===== src/rtl/bsg_fifo_rolly_tracker_mc.sv =====
// ---------------------------------------------------------------------------
// bsg_fifo_rolly_tracker_mc
//
// Pointer and occupancy tracker for a speculative ("rolly") FIFO. The enqueue
// and dequeue sides can each move several entries per cycle. The tracker sits
// next to a multi-ported RAM and supplies its addresses.
//
// It keeps four pointers. Each pointer is lg_size_p+1 bits wide, and the top
// bit is the wrap bit:
//   wptr  : speculative write pointer
//   wcptr : committed write pointer (the write checkpoint)
//   rptr  : speculative read pointer
//   rcptr : acknowledged read pointer (the read checkpoint)
//
// Writers can commit or drop speculative writes. Readers can ack speculative
// reads or roll them back.
//
// Handshake: this block has no valid/ready pair. The client must never ask
// for more than is legal:
//   - enq_cnt_i <= space_o
//   - deq_cnt_i <= avail_o
//   - counts within their maxima
// Violations are not blocked. They set the sticky error_o flag, and the
// pointers still update by the normal equations.
//
// Ports:
//   clk_i, reset_n_i        clock, asynchronous active-low reset
//   enq_cnt_i               entries written this cycle
//   deq_cnt_i               entries read this cycle
//   incr_cnt_i              entries advancing rcptr without an ack
//   commit_i / drop_i       commit or discard speculative writes
//   ack_i / rollback_i      acknowledge or rewind speculative reads
//   clr_i                   discard all unread data
//   wptr_r_o .. rcptr_r_o   registered pointer indices (no wrap bit)
//   rptr_n_o                next-cycle read index (combinational)
//   avail_o                 committed unread entries (wcptr - rptr)
//   space_o                 free slots (els - (wptr - rcptr))
//   full_o / empty_o        space_o == 0 / avail_o == 0
//   error_o                 sticky protocol violation flag
// ---------------------------------------------------------------------------
module bsg_fifo_rolly_tracker_mc #(
    parameter int lg_size_p   = 3,
    parameter int max_enq_p   = 1,
    parameter int max_deq_p   = 1,
    // Lets an environment that drives illegal traffic on purpose (to
    // exercise error_o) silence the protocol assertions.
    parameter bit assert_en_p = 1'b1,
    localparam int els = 1 << lg_size_p,
    localparam int ew  = $clog2(max_enq_p + 1),
    localparam int dw  = $clog2(max_deq_p + 1),
    localparam int cw  = lg_size_p + 1
) (
    input  logic                 clk_i,
    input  logic                 reset_n_i,

    input  logic [ew-1:0]        enq_cnt_i,
    input  logic [dw-1:0]        deq_cnt_i,
    input  logic [dw-1:0]        incr_cnt_i,

    input  logic                 commit_i,
    input  logic                 drop_i,
    input  logic                 ack_i,
    input  logic                 rollback_i,
    input  logic                 clr_i,

    output logic [lg_size_p-1:0] wptr_r_o,
    output logic [lg_size_p-1:0] wcptr_r_o,
    output logic [lg_size_p-1:0] rptr_r_o,
    output logic [lg_size_p-1:0] rcptr_r_o,
    output logic [lg_size_p-1:0] rptr_n_o,

    output logic [cw-1:0]        avail_o,
    output logic [cw-1:0]        space_o,
    output logic                 full_o,
    output logic                 empty_o,
    output logic                 error_o
);

    localparam logic [cw-1:0] els_c     = cw'(els);
    localparam logic [cw-1:0] max_enq_c = cw'(max_enq_p);
    localparam logic [cw-1:0] max_deq_c = cw'(max_deq_p);

    // ------------------------------------------------------------------
    // State
    // ------------------------------------------------------------------
    logic [cw-1:0] wptr_r, wcptr_r, rptr_r, rcptr_r;
    logic [cw-1:0] wptr_n, wcptr_n, rptr_n, rcptr_n;
    logic          error_r, error_n;

    // Counts zero-extended to pointer width; all math is modulo 2^cw.
    logic [cw-1:0] enq_ext, deq_ext, incr_ext;
    logic [cw-1:0] rd_adv;     // rptr after this cycle's dequeue
    logic [cw-1:0] rc_adv;     // rcptr after this cycle's incr
    logic [cw-1:0] avail, space;

    assign enq_ext  = cw'(enq_cnt_i);
    assign deq_ext  = cw'(deq_cnt_i);
    assign incr_ext = cw'(incr_cnt_i);

    assign rd_adv = rptr_r  + deq_ext;
    assign rc_adv = rcptr_r + incr_ext;

    // Committed data readable now. Equal indices with equal wrap bits
    // give zero here, which is the empty case.
    assign avail = wcptr_r - rptr_r;

    // Occupancy is measured against rcptr, so entries that were read but
    // not yet acked still hold their slots. Equal indices with differing
    // wrap bits give a difference of els, which is the full case.
    assign space = els_c - (wptr_r - rcptr_r);

    // ------------------------------------------------------------------
    // Protocol checks
    // ------------------------------------------------------------------
    logic err_commit_drop;
    logic err_ack_mix;
    logic err_enq_space;
    logic err_deq_avail;
    logic err_rollback_deq;
    logic err_max;
    logic err_any;

    assign err_commit_drop  = commit_i & drop_i;
    assign err_ack_mix      = ack_i & (rollback_i | (incr_cnt_i != '0));
    assign err_enq_space    = (enq_ext > space);
    // A rollback cycle rewinds rptr, so its deq count is not checked
    // against avail here. A non-zero deq during rollback is caught by
    // err_rollback_deq instead.
    assign err_deq_avail    = (deq_ext > avail) & ~rollback_i;
    assign err_rollback_deq = rollback_i & (deq_cnt_i != '0);
    assign err_max          = (enq_ext  > max_enq_c)
                            | (deq_ext  > max_deq_c)
                            | (incr_ext > max_deq_c);

    assign err_any = err_commit_drop | err_ack_mix | err_enq_space
                   | err_deq_avail | err_rollback_deq | err_max;

    // ------------------------------------------------------------------
    // Next-state logic
    // ------------------------------------------------------------------
    always_comb begin
        rptr_n  = rd_adv;
        rcptr_n = rc_adv;
        wptr_n  = wptr_r + enq_ext;
        wcptr_n = wcptr_r;
        error_n = error_r | err_any;

        if (rollback_i) begin
            rptr_n = rc_adv;
        end

        if (ack_i) begin
            rcptr_n = rd_adv;
        end

        // clr_i empties everything unread. The write side snaps to where
        // the read side is heading this cycle. Any enqueue, commit or drop
        // in the same cycle is discarded.
        if (clr_i) begin
            wptr_n  = rd_adv;
            wcptr_n = rd_adv;
        end else begin
            if (drop_i) begin
                wptr_n = wcptr_r;
            end
            if (commit_i) begin
                wcptr_n = wptr_r + enq_ext;
            end
        end
    end

    always_ff @(posedge clk_i or negedge reset_n_i) begin
        if (!reset_n_i) begin
            wptr_r  <= '0;
            wcptr_r <= '0;
            rptr_r  <= '0;
            rcptr_r <= '0;
            error_r <= 1'b0;
        end else begin
            wptr_r  <= wptr_n;
            wcptr_r <= wcptr_n;
            rptr_r  <= rptr_n;
            rcptr_r <= rcptr_n;
            error_r <= error_n;
        end
    end

    // ------------------------------------------------------------------
    // Outputs
    // ------------------------------------------------------------------
    assign wptr_r_o  = wptr_r[lg_size_p-1:0];
    assign wcptr_r_o = wcptr_r[lg_size_p-1:0];
    assign rptr_r_o  = rptr_r[lg_size_p-1:0];
    assign rcptr_r_o = rcptr_r[lg_size_p-1:0];
    assign rptr_n_o  = rptr_n[lg_size_p-1:0];

    assign avail_o = avail;
    assign space_o = space;
    assign full_o  = (space == '0);
    assign empty_o = (avail == '0);
    assign error_o = error_r;

    // ------------------------------------------------------------------
    // Simulation-only protocol assertions, one per error term
    // ------------------------------------------------------------------
    a_commit_drop: assert property (@(posedge clk_i)
        disable iff (!reset_n_i || !assert_en_p) !err_commit_drop)
        else $error("%m: commit_i and drop_i asserted together at time %0t", $time);

    a_ack_mix: assert property (@(posedge clk_i)
        disable iff (!reset_n_i || !assert_en_p) !err_ack_mix)
        else $error("%m: ack_i with rollback_i or incr_cnt_i at time %0t", $time);

    a_enq_space: assert property (@(posedge clk_i)
        disable iff (!reset_n_i || !assert_en_p) !err_enq_space)
        else $error("%m: enq_cnt_i exceeds space_o at time %0t", $time);

    a_deq_avail: assert property (@(posedge clk_i)
        disable iff (!reset_n_i || !assert_en_p) !err_deq_avail)
        else $error("%m: deq_cnt_i exceeds avail_o at time %0t", $time);

    a_rollback_deq: assert property (@(posedge clk_i)
        disable iff (!reset_n_i || !assert_en_p) !err_rollback_deq)
        else $error("%m: rollback_i with nonzero deq_cnt_i at time %0t", $time);

    a_max: assert property (@(posedge clk_i)
        disable iff (!reset_n_i || !assert_en_p) !err_max)
        else $error("%m: count above its maximum at time %0t", $time);

endmodule


===== config.mk =====
export PLATFORM = sky130hd
export DESIGN_NAME = bsg_fifo_rolly_tracker_mc
export DESIGN_NICKNAME = d
export VERILOG_FILES = /design/src/rtl/bsg_fifo_rolly_tracker_mc.sv
export SDC_FILE = /design/constraint.sdc
export NUM_CORES = 1
export LEC_CHECK = 0
export BUFFER_PORTS_ARGS = -buffer_cell sky130_fd_sc_hd__buf_2
export CELL_PAD_IN_SITES_DETAIL_PLACEMENT = 0
export CELL_PAD_IN_SITES_GLOBAL_PLACEMENT = 1
export CORE_UTILIZATION = 25
export CTS_BUF_LIST = sky130_fd_sc_hd__clkbuf_2
export DETAILED_ROUTE_END_ITERATION = 16
export GPL_TIMING_DRIVEN = 0
export HOLD_SLACK_MARGIN = 0.1
export PLACE_DENSITY_LB_ADDON = 0.1
export SETUP_SLACK_MARGIN = 0.2
export SYNTH_ARGS = -nofsm -noshare
export SYNTH_HDL_FRONTEND = slang
export SYNTH_SLANG_ARGS = --single-unit

===== constraint.sdc =====
create_clock -name clk_i -period 4.3 [get_ports clk_i]
set_input_delay 0.215 -clock clk_i [delete_from_list [all_inputs] [get_ports clk_i]]
set_output_delay 0.215 -clock clk_i [all_outputs]
set_load 0.03 [all_outputs]

# == After elaboration in Yosys (flattened, before gate mapping) ==
# Index checks and enable logic that the tools add are counted.
# classes
add_sub_neg,6
order_cmp,5
n_mux,6
bitwise_logic,14
reduce_logical,3
# op_table
op,n
two-way mux 4 bit,6
adder 4 x 1 -> 4 bit,3
bitwise OR 1 bit,9
greater-than comparator 1 x 4 -> 1 bit,2
logical NOT 4 bit,2
subtractor 4 bit,2
bitwise AND 1 bit,4
"subtractor 4 bit, first input constant",1
"greater-than comparator 1 bit, second input constant",3
nonzero test 2 bit,1
inverter 1 bit,1
# word_totals
register_bits,17
inputBits,10
elab_cells,39

# == Depth between registers and ports, before layout ==
# depth
ltp_word,8
depth_mapped,10
ltp_nobuf,10

# == Worst setup path before layout ==
# OpenSTA, ideal clock, no wires.
# synth_path
path_type,reg-to-output
start,reg wptr_r[1]
end,out full_o
arrival_ns,2.421
required_ns,4.085
setup_slack_ns,1.664
stages_incl_launch_ff,9
cell_sequence,dfrtp_1 -> inv_1 -> ha_1 -> ha_1 -> inv_1 -> fa_1 -> xnor2_1 -> xnor2_1 -> nor3_1
# synth_between
elab_chain_len,3
# synth_rtl
item,line,source
"start, declared",86,"logic [cw-1:0] wptr_r, wcptr_r, rptr_r, rcptr_r;"
"start signal, assigned",180,wptr_r <= wptr_n;
subtractor 4 bit (2 in a row),110,assign space = els_c - (wptr_r - rcptr_r);
net space_o[3],73,"output logic [cw-1:0] space_o,"
logical NOT 4 bit,199,assign full_o = (space == '0);
"end, declared",74,"output logic full_o,"
# The timed path passes the listed nets, and every way through them passes these cells.

# == Worst setup path in the final report ==
# layout_path
start,reg wptr_r[1]
end,out full_o
# layout_between
elab_chain_len,3
# layout_rtl
item,line
subtractor 4 bit (2 in a row),110
logical NOT 4 bit,199
# Every way passes these cells.

==> results.cfg <==
[clock_network]
cts-root-buf = clkbuf_2
cts_tree = done
cts_buffers = 3
clock_sinks = 17
clock_latency_ns = 0.30
clk_pin_slew_ns = 0.17
cts.htree.levels = 1
clockBufferDepth = 2
cts_resized = 0

[grt]
grt_first_pass_wirelength_mm = 5.02
grt_max_degree = 18
grtUsageTotal_pct = 12.5
overflow = 0
first_global_vias = 1069
antenna_found_initial = 0

[sta]
finalHoldViolations = 0
setup_tns_ns = 0
fin_skew_ns = 0.00860
setup_viol = 0
relSlewSlack_pct = 72.9
tightest_slew_ns = 0.406
rsz0062_at_grt = false
fin_crit_sh_pct = 59.2
min_period_ns = 2.55
finalMaxSlewViolations = 0
max_freq_mhz = 393

[die]
die_area_sq_um = 5410
core_sq_um = 4820
ios = 36
die_y_microns = 73.5
rows = 25
start_util_pct = 26.5
die_x_microns = 73.5

[synthesis]
synthTopCellsByArea = dfrtp_1 (33%), ha_1 (15%), buf_4 (8.8%)
yosys.cell_types.count = 23
syn_avg_cell_area_sq_um = 9.27
synthCells = 138
syn_area_sq_um = 1280
ys.warnings.count = 0
synth_fp_nets = 165
synth-main-ff-cell = dfrtp_1
synth_top_area_share_pct = 33.3
yosysTopAreaCell = dfrtp_1
async_reset_ff_share_pct = 100
synth_edf_count = 0
synth_commonest_cells = dfrtp_1 (17), inv_1 (17), buf_4 (15), ha_1 (15), nor2_1 (13)
synth_seq_area_share_pct = 33.3
synth-seq-cells = 17

[layout]
diodes = 0
fillers = 545
area_growth_pct = 21.4
seqCellArea_sq_um = 425
multiInputGateArea_sq_um = 662
final_nets = 203
layout-drive-gt1-share_pct = 32.6

[hold_path]
hold_path_depth = 3
min_delay_worst_endpoint = rcptr_r[2]$_DFF_PN0_
hold_class = in -> reg
min_from = ack_i

[route]
ant_nets = 0
vias = 1004
routed_wirelength_mm = 2.93
drt_iter0_markers = 15
avgRoutedWirePerCell_microns = 12.1
drc = 0
drt-pass1-iter-count = 4
vias_per_cell = 4.15

[critical_path]
path_cells = inv_1 > ha_1 > ha_1 > inv_1 > fa_1 > xnor2_1 > xnor2_1 > nor3_1 > buf_2
r2r_slack_ns = 1.96
path_class = reg -> out
crit_path_max_incr_delay_ns = 0.44
cp.arrival_ns = 2.33
crit_path_top_delay_cell = dfrtp_1
worst_ep_required_time_ns = 4.09
critical-path-top-delay-family = adder cells
endpoint_kind = output pin
path_buf_inv = 3
reg2reg_depth = 9
cp-start-kind = register
cp_max_fo = 4
worstReg2RegEnd = error_o$_DFF_PN0_
reg2reg_from = wptr_r[1]$_DFF_PN0_

[place]
dpl.hpwl_mm = 2.41
gp_congestion = 0.746
numPortBuffers = 32

[outcome]
outcome = complete, no violations

[flow_run]
maxCapViolations = 0
==> metrics by stage <==
| step | std cells | worst slack (ns) | hold WS, ns | util [%] | cell area (sq um) |
|---|---|---|---|---|---|
| after CTS | 242 | 1.71 | 0.183 | 32.2 | 1550 |
| after global placement | 237 | 1.96 | 0.172 | 31.6 | 1520 |
| after detailed placement | 237 | 1.94 | 0.178 | 31.6 | 1520 |
| after floorplan | 138 | 1.66 | -0.0806 | - | 1280 |
| after global routing | 242 | 1.46 | 0.185 | 32.2 | 1550 |
| final | 242 | 1.75 | 0.196 | 32.2 | 1550 |
==> worst max path at each step <==
stage                              from           endpoint  slack, ns  cells after the start
floorplan           wptr_r[1]$_DFF_PN0_             full_o       1.66                      8
global placement    wptr_r[1]$_DFF_PN0_  error_o$_DFF_PN0_       1.96                      9
detailed placement  wptr_r[1]$_DFF_PN0_  error_o$_DFF_PN0_       1.94                      9
CTS                 wptr_r[1]$_DFF_PN0_             full_o       1.71                      9
global route        wptr_r[1]$_DFF_PN0_             full_o       1.46                      9
finish              wptr_r[1]$_DFF_PN0_             full_o       1.75                      9
==> state kept, by name, summed over array words and instances, names as in the netlist <==
name / flops
wptr_r: 4
error_o: 1
rptr_r: 4
wcptr_r: 4
rcptr_r: 4
==> per-layer routing <==
metal,up-vias,wire length [microns],global-route usage (%)
met3,2,105,3.16
met2,18,1420,20.9
met5,-,0,0
met4,0,17,2.99
met1,472,1390,16.1
li1,512,-,-
==> tightest hold or removal path: stages <==
cell and delay [ns]:
buf_2 0.13, nor2_1 0.06, nor2_1 0.07
==> cell usage in the layout, fill, tap and decap left out <==
master,Yosys,layout
xor2_1,5,5
a211oi_1,4,4
clkbuf_1,4,4
nand2b_1,1,1
dlygate4sd3_1,0,1
fa_1,2,2
inv_1,17,17
mux2_2,5,5
ha_1,15,15
nor4_1,1,1
or4_1,1,1
mux2i_1,2,2
dfrtp_1,17,17
nor3_1,2,2
buf_2,0,32
o21ai_0,7,7
nand3_1,3,3
a22oi_1,1,1
nor2b_1,5,5
a21oi_1,4,4
nand2_1,6,6
clkbuf_2,0,4
xnor2_1,7,7
buf_4,15,15
nor2_1,13,13
o211ai_2,1,1
==> final cells by class <==
type	instances	share of cell area, %
Buffer	19	8.22
Multi-Input combinational cell	85	42.6
Sequential cell	17	27.4
Clock buffer	4	1.29
Timing Repair Buffer	33	11.0
Inverter	17	4.11
Tap cell	67	5.40
==> repair_timing <==
item	CTS	global route
hold buffers	1	0
hold endpoints to repair	17	0
setup buffers	0	0
==> cells by family after synthesis <==
kind of cell / Yosys count / share of synthesized area, %
flops: 17 / 33.3
xor+xnor: 12 / 8.22
buf+inv: 36 / 15.0
mux: 7 / 5.97
compound gates: 17 / 8.22
simple gates: 32 / 11.5
fa+ha+maj: 17 / 17.8
Power is left out: the tool's default activity adds up to more than one toggle a clock period on the data nets, which glitch-free logic cannot reach.
